### src/rtl/controller_poll_arbiter.sv
// Periodic two-port controller poller sharing one serial reader; turns button state changes
// into press/release events queued in a small FIFO.
module controller_poll_arbiter #(
  parameter int unsigned POLL_PERIOD = 16000,
  parameter int unsigned TIMEOUT     = 12000,
  parameter int unsigned FIFO_DEPTH  = 4
) (
  input  logic       clk,
  input  logic       rst,
  input  logic       enable,
  output logic       rd_start,
  output logic       rd_sel,
  input  logic       rd_valid,
  input  logic [7:0] rd_buttons,
  output logic [7:0] btn_p0,
  output logic [7:0] btn_p1,
  output logic       ev_valid,
  input  logic       ev_ready,
  output logic       ev_port,
  output logic [7:0] ev_pressed,
  output logic [7:0] ev_released,
  output logic [1:0] to_err,
  output logic       ev_overflow,
  output logic [7:0] overrun_cnt
);

  localparam int unsigned PerW = (POLL_PERIOD > 1) ? $clog2(POLL_PERIOD) : 1;
  localparam int unsigned ToW  = (TIMEOUT > 1) ? $clog2(TIMEOUT) : 1;
  localparam int unsigned PtrW = (FIFO_DEPTH > 1) ? $clog2(FIFO_DEPTH) : 1;
  localparam int unsigned CntW = $clog2(FIFO_DEPTH + 1);

  localparam logic [PerW-1:0] PerMax = PerW'(POLL_PERIOD - 1);
  localparam logic [ToW-1:0]  ToMax  = ToW'(TIMEOUT - 1);
  localparam logic [PtrW-1:0] PtrMax = PtrW'(FIFO_DEPTH - 1);
  localparam logic [CntW-1:0] Full   = CntW'(FIFO_DEPTH);

  typedef enum logic [2:0] {StIdle, StReq0, StWait0, StReq1, StWait1} state_e;

  state_e state_q, state_d;

  logic [PerW-1:0] per_q, per_d;
  logic [ToW-1:0]  wait_q, wait_d;
  logic [7:0]      btn_p0_q, btn_p0_d, btn_p1_q, btn_p1_d;
  logic [1:0]      to_err_q, to_err_d;
  logic            ovf_q, ovf_d;
  logic [7:0]      overrun_q, overrun_d;
  logic [PtrW-1:0] wr_ptr_q, wr_ptr_d, rd_ptr_q, rd_ptr_d;
  logic [CntW-1:0] count_q, count_d;
  logic [16:0]     mem_q [FIFO_DEPTH];

  logic        tick, in_wait, port, timeout, res_ok, res_to, advance;
  logic        push, pop, push_ok;
  logic [7:0]  old_btn;
  logic [16:0] new_ev, head;

  assign tick    = enable && (per_q == PerMax);
  assign in_wait = (state_q == StWait0) || (state_q == StWait1);
  assign port    = (state_q == StWait1);
  assign timeout = in_wait && (wait_q == ToMax);
  // A completion coinciding with the timeout cycle wins over the timeout.
  assign res_ok  = in_wait && rd_valid;
  assign res_to  = timeout && !rd_valid;
  assign advance = res_ok || timeout;

  assign old_btn = port ? btn_p1_q : btn_p0_q;
  assign new_ev  = {port, rd_buttons & ~old_btn, old_btn & ~rd_buttons};
  assign push    = res_ok && (rd_buttons != old_btn);
  assign pop     = ev_valid && ev_ready;
  assign push_ok = push && ((count_q != Full) || pop);

  // State register
  always_ff @(posedge clk or posedge rst) begin
    if (rst) state_q <= StIdle;
    else     state_q <= state_d;
  end

  // Next-state logic
  always_comb begin
    state_d = state_q;
    unique case (state_q)
      StIdle:  if (tick) state_d = StReq0;
      StReq0:  state_d = StWait0;
      StWait0: if (advance) state_d = StReq1;
      StReq1:  state_d = StWait1;
      StWait1: if (advance) state_d = StIdle;
      default: state_d = StIdle;
    endcase
  end

  // Output logic
  always_comb begin
    rd_start = 1'b0;
    rd_sel   = 1'b0;
    unique case (state_q)
      StReq0:  rd_start = 1'b1;
      StReq1:  begin rd_start = 1'b1; rd_sel = 1'b1; end
      StWait1: rd_sel = 1'b1;
      default: ;
    endcase
  end

  always_comb begin
    per_d     = (!enable || tick) ? '0 : per_q + 1'b1;
    wait_d    = (in_wait && !advance) ? wait_q + 1'b1 : '0;
    overrun_d = overrun_q;
    if (tick && (state_q != StIdle) && (overrun_q != 8'hFF)) overrun_d = overrun_q + 1'b1;

    btn_p0_d = btn_p0_q;
    btn_p1_d = btn_p1_q;
    if (res_ok && !port) btn_p0_d = rd_buttons;
    if (res_ok && port)  btn_p1_d = rd_buttons;

    to_err_d = to_err_q;
    if (res_to) to_err_d[port] = 1'b1;
    ovf_d = ovf_q || (push && !push_ok);

    wr_ptr_d = wr_ptr_q;
    rd_ptr_d = rd_ptr_q;
    count_d  = count_q;
    if (push_ok) wr_ptr_d = (wr_ptr_q == PtrMax) ? '0 : wr_ptr_q + 1'b1;
    if (pop)     rd_ptr_d = (rd_ptr_q == PtrMax) ? '0 : rd_ptr_q + 1'b1;
    if (push_ok && !pop)      count_d = count_q + 1'b1;
    else if (pop && !push_ok) count_d = count_q - 1'b1;
  end

  always_ff @(posedge clk or posedge rst) begin
    if (rst) begin
      per_q     <= '0;
      wait_q    <= '0;
      overrun_q <= '0;
      btn_p0_q  <= '0;
      btn_p1_q  <= '0;
      to_err_q  <= '0;
      ovf_q     <= 1'b0;
      wr_ptr_q  <= '0;
      rd_ptr_q  <= '0;
      count_q   <= '0;
      for (int unsigned i = 0; i < FIFO_DEPTH; i++) mem_q[i] <= '0;
    end else begin
      per_q     <= per_d;
      wait_q    <= wait_d;
      overrun_q <= overrun_d;
      btn_p0_q  <= btn_p0_d;
      btn_p1_q  <= btn_p1_d;
      to_err_q  <= to_err_d;
      ovf_q     <= ovf_d;
      wr_ptr_q  <= wr_ptr_d;
      rd_ptr_q  <= rd_ptr_d;
      count_q   <= count_d;
      if (push_ok) mem_q[wr_ptr_q] <= new_ev;
    end
  end

  assign head        = mem_q[rd_ptr_q];
  assign ev_valid    = (count_q != '0);
  assign ev_port     = ev_valid & head[16];
  assign ev_pressed  = head[15:8] & {8{ev_valid}};
  assign ev_released = head[7:0] & {8{ev_valid}};
  assign btn_p0      = btn_p0_q;
  assign btn_p1      = btn_p1_q;
  assign to_err      = to_err_q;
  assign ev_overflow = ovf_q;
  assign overrun_cnt = overrun_q;

endmodule

### config.mk
export PLATFORM = sky130hd
export DESIGN_NAME = controller_poll_arbiter
export DESIGN_NICKNAME = d
export VERILOG_FILES = /design/src/rtl/controller_poll_arbiter.sv
export SDC_FILE = /design/constraint.sdc
export NUM_CORES = 1
export LEC_CHECK = 0
export CORE_MARGIN = 1.5
export CORE_UTILIZATION = 52
export DETAILED_ROUTE_END_ITERATION = 7
export HOLD_SLACK_MARGIN = 0.08
export PLACE_DENSITY = 0.76
export SYNTH_ARGS = -nofsm -noshare
export SYNTH_HDL_FRONTEND = slang
export SYNTH_SLANG_ARGS = --single-unit
### constraint.sdc
create_clock -name clk -period 4.45 [get_ports clk]
set_clock_uncertainty 0.15 [all_clocks]
set_input_delay 0.89 -clock clk [delete_from_list [all_inputs] [get_ports clk]]
set_output_delay 0.89 -clock clk [all_outputs]
set_load 0.05 [all_outputs]
==> results of run 1 <==
-- power by group through the flow --
| stage | Combinational (µW) | Sequential [µW] | Clock [µW] |
|---|---|---|---|
| after detailed placement | 946 | 1490 | 0 |
| after CTS | 950 | 1470 | 1380 |
| after floorplan | 642 | 1510 | 0 |
| final | 937 | 1470 | 1360 |
| after global routing | 1010 | 1490 | 1440 |
| after global placement | 922 | 1480 | 0 |
-- synth_stat cells (all sizes together), types with 4 or more instances --
cell type  number  area (µm²)
dfrtp         133        3330
mux2           89        1150
nor2           37         169
ha             25         313
inv            25        93.8
nand2          21        88.8
and2           20         125
xor2           18         165
mux4           17         383
xnor2          15         131
buf            12        87.6
nand4          12        81.3
nand3          11        55.1
mux2i           8        80.1
and3            7        43.8
clkbuf          7        26.3
or3             7        43.8
nor4            6        37.5
nor3            4        20.0
-- cell families after synthesis --
logic type,count (synthesis)
xor gates and xnor gates,33
adders and majority gates,26
buffers and inverters,44
AOI/OAI and AO/OA,15
and+or+nand+nor,136
DFF,133
muxes,114
-- critical path: stages (launching register included) --
cell       delay [ns]
dfrtp_1          0.50
nor2_1           0.10
nand2_1          0.47
mux2i_1          0.30
inv_1            0.07
ha_1             0.30
nand4_1          0.16
o2111ai_4        0.26
nor2b_1          0.29
ha_1             0.24
inv_1            0.06
fa_1             0.37
xor2_1           0.17
nor2_1           0.11
xor2_1           0.16
-- final cells by class --
cell class / count / area [µm²]
clock buffer: 26 / 499
clock inverter: 4 / 70.1
fill: 955 / 4600
inverter: 25 / 97.6
multi-input combinational: 324 / 3120
sequential: 133 / 3330
tap: 172 / 215
timing repair buffer: 63 / 633
-- per-layer routing --
layer	track usage, %	wire length (µm)	up-vias
li1	-	-	1880
met1	29.0	6030	2098
met2	34.7	6280	96
met3	5.60	660	26
met4	8.62	285	0
met5	0	0	-
-- metrics by stage --
step | total power, µW | hold WS [ns] | utilization (%) | worst slack (ns)
6_report | 3770 | 0.304 | 63.4 | 0.664
4_1_cts | 3800 | 0.307 | 63.4 | 0.667
2_1_floorplan | 2150 | 0.274 | - | 1.16
3_5_place_dp | 2440 | 0.300 | 58.8 | 0.619
5_1_grt | 3950 | 0.327 | 63.4 | 0.372
3_3_place_gp | 2400 | 0.292 | 58.8 | 0.698
-- path summary, 6_finish.rpt --
kind | start | endpoint | slack, ns | cells past startpoint
setup / recovery | state_q[1]$_DFFE_PP0P_ | count_q[2]$_DFFE_PP0P_ | 0.66 | 14
hold / removal | wait_q[0]$_DFF_PP0_ | wait_q[0]$_DFF_PP0_ | 0.30 | 1
setup reg to reg | state_q[1]$_DFFE_PP0P_ | count_q[2]$_DFFE_PP0P_ | 0.66 | 14
hold reg to reg | wait_q[0]$_DFF_PP0_ | wait_q[0]$_DFF_PP0_ | 0.30 | 1
max in group asynchronous | rst | mem_q[45]$_DFFE_PP0P_ | 2.68 | 3
min in group asynchronous | rst | btn_p0[4]$_DFFE_PP0P_ | 0.73 | 2
-- registers in the layout, indices dropped and copies added (netlist names), 2 cells and up --
signal       count
mem_q           68
per_q           14
overrun_cnt      8
btn_p0           8
wr_ptr_q         2
count_q          3
wait_q          14
state_q          3
to_err           2
rd_ptr_q         2
btn_p1           8
-- cell usage in the layout (no fill, tap or decap), drive strengths merged, types with 17 or more instances in the layout --
cell	instances
clkbuf	26
mux4	17
dfrtp	133
nor2	37
clkdlybuf4s50	59
mux2	89
ha	25
nand2	21
xor2	18
inv	24
and2	20
==> results.cfg, run 1 <==
[power]
leakagePower_uw = 0.00372
power_frac_seq_pct = 39.1
vdd_ir_drop_max_mv = 0.245
p_int_uw = 2630
combPwrFrac_pct = 24.9
pwr-share-clk_pct = 36.1
p_per_area_nw_per_um2 = 473
switching_share_pct = 30.2
power_switching_uw = 1140

[synth]
synth-xor-area-share_pct = 4.45
synth_warnings = 0
synth_top_family_by_area = multiplexers
synth_simple_gate_area_share_pct = 11.4
seq_area_frac_synth_pct = 50.0
ys_seq_elements = 133
synthMuxAreaShare_pct = 24.3
synth.distinct_cells = 45
synth_area_um2 = 6660
synth-edff-count = 0
synthCells = 501
synth_nets = 540
synthAdderAreaFrac_pct = 5.00
async_flop_share_pct = 100
synth_compound_area_share_pct = 1.79
avgSynthCellArea_um2 = 13.3
ys.flop_type = dfrtp_1

[routing]
num_vias = 4100
viasPerCell = 5.49
firstDrtPassIters = 5
routed_wl_um = 13300
drtAntennaViolNets = 0
drtIter0Drc = 133
wl_per_cell_um = 17.7
drcViolationCount = 0

[outcome]
status = complete, no violations

[grt]
grt_pass1_vias = 4317
grt_antenna_before_repair = 0
grt_max_degree = 57
gr-total-overflow = 0
grt_usage_pct = 21.8
grt_first_pass_wirelength_um = 22000

[sta]
setup_tns_ns = 0
max_freq_ghz = 0.264
slew_headroom_pct = 38.7
final.period_utilization_pct = 85.1
grt_setup_unrepaired = no
hold_violations = 0
period_needed_ns = 3.79
worst_pin_slew_ns = 0.919
finalSetupViolations = 0
maxSlewViolCount = 0

[critical_path]
worstPathMaxFanout = 11
cp.arrival_ns = 3.97
path_class = flop to flop
setup.worst_path.start_class = flop
required_ns = 4.64
critPathCaptureType = flop

[cts]
cts_max_level = 4
hold_buffers = 0
postCtsResizedCells = 0
cts_max_path_buffers = 2
cts-root-buf = clkbuf_16
cts_setup_buffers = 0
clk_latency_ns = 0.42
clkTransAtPathRegs_ns = 0.05
cts_tree = built
clkSinkCount = 133
cts_made_buffers = 17

[floorplan]
die_x_um = 116
rows = 41
core_um2 = 12600
start_util_pct = 53.0
die_y_um = 116
die_area_um2 = 13500
io_pins = 60

[placement]
numPortBuffers = 59
post_dp_cell_area_um2 = 7390
gp_congestion = 0.781
dpl.hpwl_um = 9010
dpl.cell_count = 717

[cells_and_area]
finalNonFillerCells = 747
final_area_um2 = 7960
areaGrowthSynthToFinish_pct = 19.6
drive_above_1_share_pct = 25.7
nets = 603
n_antenna_cell = 0

[worst_hold_path]
hp-class = flop to flop

[job]
cap_violations = 0
(Power assumes the default switching activity.)
==> inputs of run 2 (changes only) <==
--- a/config.mk
+++ b/config.mk
@@ -6,10 +6,10 @@
 export NUM_CORES = 1
 export LEC_CHECK = 0
 export CORE_MARGIN = 1.5
-export CORE_UTILIZATION = 52
+export CORE_UTILIZATION = 58
 export DETAILED_ROUTE_END_ITERATION = 7
 export HOLD_SLACK_MARGIN = 0.08
-export PLACE_DENSITY = 0.76
+export PLACE_DENSITY = 0.8
 export SYNTH_ARGS = -nofsm -noshare
 export SYNTH_HDL_FRONTEND = slang
 export SYNTH_SLANG_ARGS = --single-unit
==> constraint.sdc (replaced) <==
create_clock -name clk -period 3.62 [get_ports clk]
set_clock_uncertainty 0.15 [all_clocks]
set_input_delay 0.724 -clock clk [delete_from_list [all_inputs] [get_ports clk]]
set_output_delay 0.724 -clock clk [all_outputs]
set_load 0.05 [all_outputs]
==> results.cfg, run 2 (synthesis gave the netlist of run 1 again) <==
[routing]
wl_per_cell_um = 18.3
num_vias = 4105
firstDrtPassIters = 4
drtAntennaViolNets = 0
routed_wl_um = 13300
drcViolationCount = 0
drtIter0Drc = 182
viasPerCell = 5.65

[power]
p_per_area_nw_per_um2 = 599
vdd_ir_drop_max_mv = 0.589
leakagePower_uw = 0.00382

[sta]
slew_headroom_pct = 54.7
maxSlewViolCount = 0
setup_tns_ns = 0
final.period_utilization_pct = 93.5
worst_pin_slew_ns = 0.674
period_needed_ns = 3.38
hold_violations = 0
max_freq_ghz = 0.296
grt_setup_unrepaired = no
finalSetupViolations = 0

[critical_path]
reg2regPathDepth = 15
critPathCaptureType = output pin
path_class = flop to output pin
worstPathMaxFanout = 19
setup.worst_path.start_class = flop
required_ns = 2.75
endpoint = ev_pressed[6]
cp.arrival_ns = 2.51
worstReg2RegStart = state_q[0]$_DFFE_PP0P_
rrSetupSlack_ns = 0.34
r2r-end = count_q[2]$_DFFE_PP0P_
crit_start = count_q[0]$_DFFE_PP0P_

[floorplan]
core_um2 = 11000
rows = 38
start_util_pct = 60.3
die_y_um = 110
die_area_um2 = 12100
io_pins = 60
die_x_um = 110

[placement]
gp_congestion = 0.822
dpl.hpwl_um = 8830
numPortBuffers = 59
post_dp_cell_area_um2 = 7490

[grt]
grt_max_degree = 134
grt_pass1_vias = 4335
grt_antenna_before_repair = 0
gr-total-overflow = 0
grt_usage_pct = 24.5
grt_first_pass_wirelength_um = 21800

[cells_and_area]
layout_common_cells = dfrtp_1 (133), clkdlybuf4s50_1 (59), mux2_2 (49)
largest_register_ffs = 68
drive_above_1_share_pct = 27.9
final_common_cell = dfrtp_1
top_regs = mem_q x68, per_q x14, wait_q x14
nets = 613
final_area_um2 = 8150
regMostFlops = mem_q
n_antenna_cell = 0
areaGrowthSynthToFinish_pct = 22.4

[cts]
clkSinkCount = 133
clk_latency_ns = 0.42
cts_tree = built
cts_max_level = 4
cts-root-buf = clkbuf_16
cts_setup_buffers = 0
hold_buffers = 0
cts_made_buffers = 17
clkTransAtPathRegs_ns = 0.06
cts_max_path_buffers = 2

[job]
cap_violations = 0

[outcome]
status = complete, no violations

[worst_hold_path]
hp-class = flop to flop
[run 2: how the worst min path moves through the flow]
stage	slack, ns	start	depth (start not counted)	end
detailed placement	0.30	wait_q[0]$_DFF_PP0_	1	wait_q[0]$_DFF_PP0_
floorplan	0.27	wait_q[0]$_DFF_PP0_	1	wait_q[0]$_DFF_PP0_
global placement	0.28	wait_q[0]$_DFF_PP0_	1	wait_q[0]$_DFF_PP0_
CTS	0.30	wait_q[0]$_DFF_PP0_	1	wait_q[0]$_DFF_PP0_
finish	0.30	wait_q[0]$_DFF_PP0_	1	wait_q[0]$_DFF_PP0_
global route	0.34	wait_q[0]$_DFF_PP0_	1	wait_q[0]$_DFF_PP0_
[run 2: power breakdown]
part | internal (µW) | switching (µW) | total, µW | leakage [µW]
Sequential | 1650 | 135 | 1780 | 0.00181
Clock | 1270 | 613 | 1890 | 0.000317
Combinational | 535 | 681 | 1220 | 0.00169
Total | 3460 | 1430 | 4880 | 0.00382
[run 2: cell type report]
type	instances	area, µm²
clock buffer	23	478
multi-input combinational	324	3130
clock inverter	9	173
timing repair buffer	73	771
inverter	25	97.6
fill	723	2880
sequential	133	3330
tap	140	175
[run 2: layer usage]
layer / wire (µm) / part of all wire, % / track usage (%) / vias up
met2: 6700 / 50 / 40.4 / 95
li1: - / - / - / 1904
met1: 5720 / 43 / 30.2 / 2089
met5: 0 / 0 / 0 / -
met4: 240 / 1.8 / 9.89 / 0
met3: 672 / 5.0 / 7.35 / 17
[run 2: critical path, cell delays in order, from the launching register on]
cell,delay [ns]
dfrtp_1,0.44
or3_1,0.67
and2_1,0.28
clkdlybuf4s50_1,0.70
[run 2: what timing repair did]
item	4_1_cts	5_1_grt
resized for setup	0	2
endpoints found under the hold margin	0	0
endpoints found under the setup margin	0	1
[run 2: metrics by stage]
step / total power (µW) / setup WS, ns / cells / hold slack (ns) / util, %
2_1_floorplan: 2640 / 0.333 / 501 / 0.274 / -
3_3_place_gp: 2980 / 0.255 / 695 / 0.285 / 67.9
3_5_place_dp: 3010 / 0.198 / 695 / 0.296 / 67.9
4_1_cts: 4920 / 0.202 / 727 / 0.305 / 73.8
5_1_grt: 5080 / 0.0448 / 727 / 0.341 / 73.9
6_report: 4880 / 0.237 / 727 / 0.299 / 73.9
==> inputs of run 3 (changes only) <==
--- a/config.mk
+++ b/config.mk
@@ -5,11 +5,12 @@
 export SDC_FILE = /design/constraint.sdc
 export NUM_CORES = 1
 export LEC_CHECK = 0
+export CORE_ASPECT_RATIO = 0.6
 export CORE_MARGIN = 1.5
 export CORE_UTILIZATION = 58
 export DETAILED_ROUTE_END_ITERATION = 7
 export HOLD_SLACK_MARGIN = 0.08
-export PLACE_DENSITY = 0.8
+export PLACE_DENSITY = 0.87
 export SYNTH_ARGS = -nofsm -noshare
 export SYNTH_HDL_FRONTEND = slang
 export SYNTH_SLANG_ARGS = --single-unit
==> results.cfg, run 3 (synthesis gave the netlist of run 1 again) <==
[critical_path]
path_class = flop to output pin
cp.buffers_inverters = 1
cp.arrival_ns = 2.63
crit_path_top_delay_cell = or3_1
worstPathCellList = or3_1 -> and2_1 -> clkdlybuf4s50_1
critPathCaptureType = output pin
rrSetupSlack_ns = 0.23
slowest_delay_ns = 0.75
required_ns = 2.75
worstPathMaxFanout = 19
setup.worst_path.start_class = flop
crit_family = simple AND/OR/NAND/NOR gates

[routing]
drtIter0Drc = 288
routed_wl_um = 15100
drcViolationCount = 0
firstDrtPassIters = 5
wl_per_cell_um = 20.5
drtAntennaViolNets = 0
num_vias = 4280
viasPerCell = 5.82

[cells_and_area]
finalNonFillerCells = 735
largest_register_ffs = 68
nets = 617
regMostFlops = mem_q
n_antenna_cell = 0
drive_above_1_share_pct = 30.8
final_common_cell = dfrtp_1
nFillCells = 710
areaGrowthSynthToFinish_pct = 21.1
top_regs = mem_q x68, per_q x14, wait_q x14
layout_common_cells = dfrtp_1 (132), mux2_2 (49), clkdlybuf4s50_1 (47)

[power]
leakagePower_uw = 0.00381
vdd_ir_drop_max_mv = 0.368
p_per_area_nw_per_um2 = 590

[sta]
maxSlewViolCount = 0
finalSetupViolations = 0
period_needed_ns = 3.50
final.period_utilization_pct = 96.8
slew_headroom_pct = 46.9
hold_violations = 0
worst_pin_slew_ns = 0.790
max_freq_ghz = 0.285
grt_setup_unrepaired = no
setup_tns_ns = 0

[grt]
gr-total-overflow = 0
grt_max_degree = 58
grt_usage_pct = 27.0
grt_pass1_vias = 4624
grt_antenna_before_repair = 0
grt_first_pass_wirelength_um = 24400

[floorplan]
die_area_um2 = 12100
die_y_um = 86.0
core_um2 = 11200
io_pins = 60
die_x_um = 141
start_util_pct = 59.3
rows = 30

[cts]
cts_tree = built
postCtsResizedCells = 0
cts_max_level = 4
cts_setup_buffers = 0
cts-root-buf = clkbuf_16
cts_made_buffers = 17
cts_max_path_buffers = 2
clkTransAtPathRegs_ns = 0.06
clk_latency_ns = 0.41
hold_buffers = 0
clkSinkCount = 133

[worst_hold_path]
hp-class = flop to flop

[job]
cap_violations = 0

[placement]
numPortBuffers = 59
dpl.hpwl_um = 10100
gp_congestion = 0.870
dpl.cell_count = 703

[outcome]
status = complete, no violations
-- run 3: cell count changes in the layout (fill, tap and decap cells not counted), moves of 2 or more --
cell | before | now
clkbuf_8 | 3 | 1
buf_4 | 8 | 27
bufinv_16 | 5 | 3
clkinv_2 | 3 | 7
mux2i_1 | 7 | 5
clkdlybuf4s50_1 | 59 | 47
buf_12 | 6 | 3
-- run 3: cell type report --
type                       instances  area, µm²  share of cell area, %
timing repair buffer              77        733                   9.09
tap                              144        180                   2.23
sequential                       133       3330                   41.3
clock inverter                    11        133                   1.64
multi-input combinational        324       3140                   38.9
clock buffer                      21        450                   5.59
inverter                          25       97.6                   1.21
-- run 3: worst paths after layout --
path / start / depth (start not counted) / endpoint
max: count_q[0]$_DFFE_PP0P_ / 3 / ev_port
max reg2reg: state_q[0]$_DFFE_PP0P_ / 15 / count_q[2]$_DFFE_PP0P_
min: wait_q[0]$_DFF_PP0_ / 1 / wait_q[0]$_DFF_PP0_
max in group asynchronous: rst / 3 / btn_p1[5]$_DFFE_PP0P_
min in group asynchronous: rst / 2 / overrun_cnt[6]$_DFFE_PP0P_
min reg2reg: wait_q[0]$_DFF_PP0_ / 1 / wait_q[0]$_DFF_PP0_
-- run 3: layer usage --
metal	vias to the layer above	GRT usage, %	share of wire [%]
li1	1912	-	-
met1	2204	35.8	45
met2	136	42.4	47
met3	28	8.10	5.8
met4	0	10.2	2.0
met5	-	0	0
-- run 3: through the flow --
stage               util, %  area, µm²  power (µW)  hold WS, ns  setup WS [ns]
global placement       66.5       7460        2970        0.285          0.229
detailed placement     66.5       7460        3030        0.316          0.123
global route           71.9       8060        4950        0.340         0.0116
finish                 71.9       8060        4760        0.329          0.117
CTS                    71.7       8040        4770        0.324          0.132
floorplan                 -       6660        2640        0.274          0.333
-- run 3: power by group --
part           switching (µW)  total, µW  internal [µW]
Combinational             716       1240            522
Sequential                153       1800           1650
Clock                     630       1720           1090
Total                    1500       4760           3260
